$ cat config.mk
export PLATFORM = sky130hd
export DESIGN_NAME = s2p_seq_ctrl
export DESIGN_NICKNAME = d
export VERILOG_FILES = /design/src/rtl/s2p_seq_ctrl_pkg.sv /design/src/rtl/s2p_seq_ctrl_beat_counter.sv /design/src/rtl/s2p_seq_ctrl.sv
export SDC_FILE = /design/constraint.sdc
export NUM_CORES = 1
export LEC_CHECK = 0
export BUFFER_PORTS_ARGS = -buffer_cell sky130_fd_sc_hd__clkbuf_2
export CAP_MARGIN = 20
export CORE_MARGIN = 8
export CORE_UTILIZATION = 52
export CTS_BUF_LIST = sky130_fd_sc_hd__clkbuf_2
export DETAILED_ROUTE_END_ITERATION = 10
export PLACE_DENSITY = 0.82
export SLEW_MARGIN = 20
export SYNTH_ARGS = -nofsm -noshare
export SYNTH_HDL_FRONTEND = slang
export SYNTH_SLANG_ARGS = --single-unit
$ cat constraint.sdc
create_clock -name clk -period 1.8 [get_ports clk]
set_input_delay 0.09 -clock clk [delete_from_list [all_inputs] [get_ports clk]]
set_output_delay 0.09 -clock clk [all_outputs]
set_load 0.02 [all_outputs]
$ cat src/rtl/s2p_seq_ctrl_pkg.sv
// s2p_pkg: shared types and constants for the serial-to-parallel sequencer
// and the shifter it controls.
//   state_t      : sequencer FSM state (IDLE, FILL, HOLD), 2-bit encoding
//   S2P_DEPTH    : shifter stages per frame
//   S2P_N        : log2 of the shifter word width
//   FRAME_CNT_W  : width of the completed-frame counter
package s2p_pkg;

  typedef enum logic [1:0] {
    IDLE = 2'd0,
    FILL = 2'd1,
    HOLD = 2'd2
  } state_t;

  localparam int S2P_DEPTH   = 8;
  localparam int S2P_N       = 4;
  localparam int FRAME_CNT_W = 8;

endpackage

$ cat src/rtl/s2p_seq_ctrl_beat_counter.sv
// s2p_beat_counter: W-bit up counter with a synchronous clear and a
// terminal-count flag. It counts accepted beats and, when the timeout
// option is built, idle cycles.
// Ports:
//   clk, rst_n : clock, asynchronous active-low reset
//   clr        : synchronous clear (wins over inc)
//   inc        : count up by one
//   cnt        : current count
//   tc         : high while cnt == TC
module s2p_beat_counter #(
  parameter int W  = 3,
  parameter int TC = 7
) (
  input  logic         clk,
  input  logic         rst_n,
  input  logic         clr,
  input  logic         inc,
  output logic [W-1:0] cnt,
  output logic         tc
);

  localparam logic [W-1:0] TC_V = W'(TC);

  always_ff @(posedge clk or negedge rst_n) begin
    if (!rst_n) begin
      cnt <= '0;
    end else if (clr) begin
      cnt <= '0;
    end else if (inc) begin
      cnt <= cnt + 1'b1;
    end
  end

  assign tc = (cnt == TC_V);

endmodule

$ cat src/rtl/s2p_seq_ctrl.sv
// s2p_seq_ctrl: control sequencer for the DEPTH-stage serial-to-parallel
// shifter. It accepts serial words, drives the shifter's shared clock
// enable, and presents a frame-valid once DEPTH words are in.
//
// Handshakes:
//   input side : a beat happens in any cycle where in_valid & in_ready are
//                both high; shift_en equals beat in that same cycle, so the
//                word is captured into stage 1 at that clock edge.
//   frame side : frame_valid is registered and held until a cycle with
//                frame_ready high; that edge drops frame_valid. frame_ready
//                with no frame pending is ignored. in_ready returns only the
//                cycle after release, never in the release cycle itself.
//
// Ports:
//   clk, rst_n   : clock, asynchronous active-low reset
//   flush        : synchronous abort of the current frame (highest priority)
//   in_valid     : serial source presents a word
//   in_ready     : sequencer can accept a word this cycle
//   shift_en     : clock enable to every shifter stage
//   frame_valid  : shifter holds a complete frame
//   frame_ready  : consumer takes the frame this cycle
//   beat_cnt     : beats accepted in the current frame
//   frame_cnt    : completed frames, wraps modulo 256
//   timeout_err  : one-cycle pulse on partial-frame abort (option only)
//   state_dbg    : current FSM state encoding
//
// Build option: define S2P_SEQ_CTRL_TIMEOUT_EN to abort a partial frame
// after TIMEOUT cycles without a beat in FILL. Without it the partial frame
// is held indefinitely and timeout_err stays 0.
module s2p_seq_ctrl
  import s2p_pkg::*;
#(
  parameter int N        = S2P_N,
  parameter int DEPTH    = S2P_DEPTH,
  parameter int TIMEOUT  = 16,
  localparam int CW      = $clog2(DEPTH)
) (
  input  logic                   clk,
  input  logic                   rst_n,
  input  logic                   flush,
  input  logic                   in_valid,
  output logic                   in_ready,
  output logic                   shift_en,
  output logic                   frame_valid,
  input  logic                   frame_ready,
  output logic [CW-1:0]          beat_cnt,
  output logic [FRAME_CNT_W-1:0] frame_cnt,
  output logic                   timeout_err,
  output logic [1:0]             state_dbg
);

  state_t state;
  logic   beat;
  logic   beat_tc;
  logic   frame_done;
  logic   timeout_abort;

  // This block carries no data; N only documents the shifter pairing and
  // TIMEOUT is meaningful only with the option built.
  logic unused_params;
  assign unused_params = ^(N ^ TIMEOUT);

  assign in_ready   = (state != HOLD) && !flush;
  assign beat       = in_valid && in_ready;
  assign shift_en   = beat;
  assign state_dbg  = state;
  // beat is already zero under flush, so frame_done never races a flush.
  assign frame_done = (state == FILL) && beat && beat_tc;

  s2p_beat_counter #(
    .W  (CW),
    .TC (DEPTH - 1)
  ) u_beat_cnt (
    .clk   (clk),
    .rst_n (rst_n),
    .clr   (flush || frame_done || timeout_abort),
    .inc   (beat),
    .cnt   (beat_cnt),
    .tc    (beat_tc)
  );

`ifdef S2P_SEQ_CTRL_TIMEOUT_EN
  localparam int TW = (TIMEOUT > 1) ? $clog2(TIMEOUT) : 1;

  logic [TW-1:0] unused_idle_cnt;
  logic          idle_tc;
  logic          idle_clr;
  logic          idle_inc;

  // Counts consecutive beat-less cycles in FILL; starts from 0 on every
  // entry into FILL because it is held clear outside FILL.
  assign idle_clr      = (state != FILL) || beat || flush || timeout_abort;
  assign idle_inc      = (state == FILL) && !beat;
  assign timeout_abort = (state == FILL) && !beat && idle_tc && !flush;

  s2p_beat_counter #(
    .W  (TW),
    .TC (TIMEOUT - 1)
  ) u_idle_cnt (
    .clk   (clk),
    .rst_n (rst_n),
    .clr   (idle_clr),
    .inc   (idle_inc),
    .cnt   (unused_idle_cnt),
    .tc    (idle_tc)
  );
`else
  assign timeout_abort = 1'b0;
`endif

  always_ff @(posedge clk or negedge rst_n) begin
    if (!rst_n) begin
      state       <= IDLE;
      frame_valid <= 1'b0;
      frame_cnt   <= '0;
      timeout_err <= 1'b0;
    end else begin
      timeout_err <= 1'b0;
      if (flush) begin
        // A frame pending in HOLD is dropped without being counted.
        state       <= IDLE;
        frame_valid <= 1'b0;
      end else begin
        case (state)
          IDLE: begin
            if (beat) state <= FILL;
          end
          FILL: begin
            if (frame_done) begin
              state       <= HOLD;
              frame_valid <= 1'b1;
              frame_cnt   <= frame_cnt + 1'b1;
            end else if (timeout_abort) begin
              state       <= IDLE;
              timeout_err <= 1'b1;
            end
          end
          HOLD: begin
            if (frame_ready) begin
              state       <= IDLE;
              frame_valid <= 1'b0;
            end
          end
          default: state <= IDLE;
        endcase
      end
    end
  end

endmodule

* Word-level counts from Yosys, hierarchy flattened
Cells that the tools add are included.
** Storage, ports and cells
- Flip-flop bits (word level) :: 14
- Input bits :: 5
- Output and inout port bits :: 17
- Word-level logic and storage cells :: 37
** Operators by class
- $add $sub $neg :: 2
- Equality and inequality tests :: 7
- Muxes and demuxes :: 11
- Bitwise operators :: 1
- Reduce and logical (&&, ||, !) cells :: 12
** Operators with widths (number)
- $ne A3 B3 Y1 const B :: 3
- $reduce_and A3 Y1 :: 3
- $add A8 B1 Y8 const B :: 1
- $mux W2 :: 4
- $mux W3 :: 2
- $pmux W2 S3 :: 1
- $logic_and A1 B1 Y1 :: 4
- $add A3 B1 Y3 const B :: 1
- $eq A3 B3 Y1 const B :: 1
- $mux W1 :: 3
- $reduce_bool A3 Y1 :: 1
- $eq A2 B1 Y1 const B :: 1
- $eq A2 B2 Y1 const B :: 1
- $logic_not A2 Y1 :: 1
- $ne A2 B2 Y1 const B :: 1
- $pmux W1 S2 :: 1
- $reduce_bool A2 Y1 :: 1
- $logic_not A1 Y1 :: 1
- $logic_or A1 B1 Y1 :: 1
- $not A1 Y1 :: 1

* Longest topological paths before layout
- Depth after elaboration :: 8
- Gate-level depth with buffers :: 5
- Mapped depth without buffers :: 5

* Cells and area by module
From an unflattened synthesis, not the netlist that was laid out.
** Second synthesis, totals
- Cell total of the unflattened synthesis :: 61
- Area, all modules :: 709.4 µm²
** By module, submodules not included
- s2p_seq_ctrl :: instances 1, cells an instance 50, area each 569.3 µm²
- s2p_beat_counter :: instances 1, cells an instance 11, area each 140.1 µm²

* Worst setup path after synthesis
No wires, ideal clock.
- Kind :: register to register
- From :: register u_beat_cnt.cnt[0]
- To :: register frame_cnt[1]
- Data arrival time :: 1.592 ns
- Data required time :: 1.675 ns
- Setup slack :: 0.083 ns
- Stages on the path, launching flop included :: 6
- Buffers on the path :: 0
- Clock period less this slack :: 1.717 ns
- Cell sequence :: dfrtp_1 -> ha_1 -> ha_1 -> nand3b_4 -> nor3b_4 -> mux2_4
** On the way
- Word-level cells in the longest chain between the ends :: 3
** Ends and longest elaborated chain
- start: declaration :: line s2p_seq_ctrl_beat_counter.sv:18 : output logic [W-1:0] cnt,
- start signal: assignment :: line s2p_seq_ctrl_beat_counter.sv:30 : cnt <= cnt + 1'b1;
- $eq A3 B3 Y1 :: line s2p_seq_ctrl_beat_counter.sv:34 : assign tc = (cnt == TC_V);
- $logic_and A1 B1 Y1 :: line s2p_seq_ctrl.sv:68 : assign frame_done = (state == FILL) && beat && beat_tc;
- $reduce_and A3 Y1 (no line)
- end signal: assignment :: line s2p_seq_ctrl.sv:132 : frame_cnt <= frame_cnt + 1'b1;
- end: declaration :: line s2p_seq_ctrl.sv:47 : output logic [FRAME_CNT_W-1:0] frame_cnt,
No other way between the ends.
A chain may end at the register's enable or synchronous reset.

* Worst setup path in the final report
Same ends and word-level chain as after synthesis.

==> results.ini <==
[run_status]
status=finished, final reports clean

[power]
swShare_pct=27.22
clkPwrFrac_pct=26.2
switching_power_w=0.0001454
seq_power_share_pct=62.3
p_int_w=0.0003887
ir_drop_mv=0.4355
p_comb_share_pct=11.5
leakage_nw=0.5022
power_density_nw_per_um2=605.4

[critical_path]
rr_startpoint=u_beat_cnt.cnt[0]
worst_setup_path_start_kind=flop
worstSetupEndpointType=flop
worstSetupPathType=reg -> reg
path_max_fanout=5
worstPathRequired_ps=1980
reg2regPathDepth=5
r2r_slack_ps=120
worstPathArrival_ps=1850
r2r-end=frame_cnt[1]

[drt]
met2WireLength_um=746
drtAntennaViolNets=0
num_vias=613
dr_wl_met3_um=102
met1_length_um=704
wire_per_inst_um=14.35
drtIter0Drc=5
drc=0
topRoutingLayerUsed=met4
wl_um=1564
drt_pre_antenna_iters=4
via_per_inst=5.624

[clock_tree]
postCtsSetupRepairBufs=0
clk_pin_slew_ps=130
cts_inserted_buffers=3
cts_tree=built
h-tree-depth=1
cts.sinks=14
clock_latency_ps=270
cts.path.max_buffers=2
ctsRootBufferMaster=clkbuf_2

[sta]
totalNegativeSetupSlack_ps=0
holdWs_ps=133.6
fin_crit_ps=1677
hold_violations=0
setup_viol=0
max_freq_mhz=596.4
period_share_pct=93.15
rsz0062_at_grt=false
drv_slew=0
skew_ps=11.32

[final_layout]
nets=103
stdcell_count=109
diodes=0
drive_above_1_share_pct=31.18
area_delta_synth_final_pct=15.76
nFillCells=126

[floorplanning]
die_x_um=54.28
ios=22
num_rows=14
start_util_pct=53.05
die_y_um=54.28
die_area_um2=2946
fp.coreArea_um2=1436

[worst_hold_path]
hold_path_depth=3
hold_end=frame_valid
hp-start=frame_ready
hold_class=in -> reg

[grt]
track_usage_pct=12.24
overflow=0
grt_max_degree=15
antenna_found_initial=0
grt_pass1_vias=607
grt_pass1_wl_um=2684

[synthesis]
synth-edff-count=0
synth.distinct_cells=28
synth-seq-area-share_pct=45.98
synth_nets=81
yosysTopAreaCell=dfrtp_1
netlist_top_cells_area=dfrtp_1 (46%), xor2_1 (8.0%), ha_1 (4.9%), nor3_1 (3.9%), nand2_1 (3.4%)
synthArstFlopShare_pct=100.0
ys_ff_latch=14
yosys_most_used_dff=dfrtp_1
synthCells=73
post_synth.cell_area_avg_um2=10.44
yosys_warnings=0
synth_top_area_share_pct=45.98
netlist_area_um2=762.0

[placement]
io_buffer_count=20
hpwl_um=1202
dp.cells=105
gp_congestion=0.7230

[job]
drv_cap=0

==> per-layer routing <==
layer	vias to the layer above	GRT usage, %
met4	0	7.377
met5	-	0
met3	2	2.717
met1	295	14.58
met2	19	19.66
li1	297	-
==> power groups by stage <==
stage	Combinational (W)	Clock, W	Sequential, W
finish	0.0000617	0.000140	0.000333
detailed placement	0.0000611	0	0.000338
floorplan	0.0000356	0	0.000343
global placement	0.0000602	0	0.000337
CTS	0.0000630	0.000148	0.000333
global route	0.0000696	0.000158	0.000335
==> kinds of logic (layout without fill, tap and decap cells) <==
family	count (synthesis)	after routing	share of synthesized area, %
AO/OA/AOI/OAI	10	10	8.374
adder cells (fa/ha/maj)	3	3	4.927
XOR/XNOR	7	7	8.046
buffers and inverters	5	25	4.104
flip-flops	14	14	45.98
AND/OR/NAND/NOR	32	32	26.11
other	1	1	0.4921
multiplexers	1	1	1.970
==> cell usage after synthesis (2+ instances only) <==
cell and n:
nand4_1 3, nand2_1 7, nor3_1 6, ha_1 3
a21oi_1 2, a31oi_1 2, o31ai_1 2, nor2_1 5
dfrtp_1 14, o21ai_0 2, buf_4 3, and3b_1 2
xor2_1 7
==> critical path, cell delays in order (launching register included) <==
cell and delay (ps):
dfrtp_1 440, ha_1 190, ha_2 240, nand3b_4 120, nor3b_4 280, mux2_4 320
==> worst max path at each step <==
stage / startpoint / to / slack [ps]
4_1_cts: u_beat_cnt.cnt[0] / frame_cnt[1] / 60
6_report: u_beat_cnt.cnt[0] / frame_cnt[1] / 120
3_5_place_dp: u_beat_cnt.cnt[0] / frame_cnt[1] / 70
2_1_floorplan: u_beat_cnt.cnt[0] / frame_cnt[1] / 80
3_3_place_gp: u_beat_cnt.cnt[0] / frame_cnt[1] / 160
5_1_grt: u_beat_cnt.cnt[0] / frame_cnt[1] / 40
==> registers in the layout, summed over array words and instances, names as in the netlist <==
register	count
frame_cnt	8
frame_valid	1
state_dbg	2
u_beat_cnt.cnt	3
==> per-stage QoR <==
stage	total power (W)	utilization [%]	setup WS [ps]	area, um^2
finish	0.0005341	61.41	123.3	882.1
global route	0.0005623	61.41	40.90	882.1
CTS	0.0005439	61.24	59.88	879.6
detailed placement	0.0003995	59.49	65.62	854.6
global placement	0.0003977	59.49	162.2	854.6
floorplan	0.0003783	-	82.67	762.0
==> layout make-up <==
| type | count | area (um^2) | share of cell area (%) |
|---|---|---|---|
| sequential | 14 | 350.3 | 39.72 |
| multi-input combinational | 54 | 382.9 | 43.40 |
| timing repair buffer | 21 | 110.1 | 12.48 |
| inverter | 1 | 3.754 | 0.4255 |
| tap | 16 | 20.02 | 2.270 |
| clock buffer | 3 | 15.01 | 1.702 |
==> repair_timing <==
action | CTS | global route
resized for setup | 0 | 1
endpoints found under the setup margin | 0 | 1
hold buffers | 1 | 0
endpoints found under the hold margin | 14 | 0
==> cells in the final DEF, fill, tap and decap left out, types with 2 or more instances in the layout <==
cell | synthesis | final
dfrtp_1 | 14 | 14
nand2_1 | 7 | 7
nand4_1 | 3 | 3
a31oi_1 | 2 | 2
and3b_1 | 2 | 2
clkbuf_2 | 0 | 23
nor3_1 | 6 | 6
xor2_1 | 7 | 7
o21ai_0 | 2 | 2
ha_1 | 3 | 2
o31ai_1 | 2 | 2
a21oi_1 | 2 | 2
nor2_1 | 5 | 5
Power figures use the tool's default switching activity.
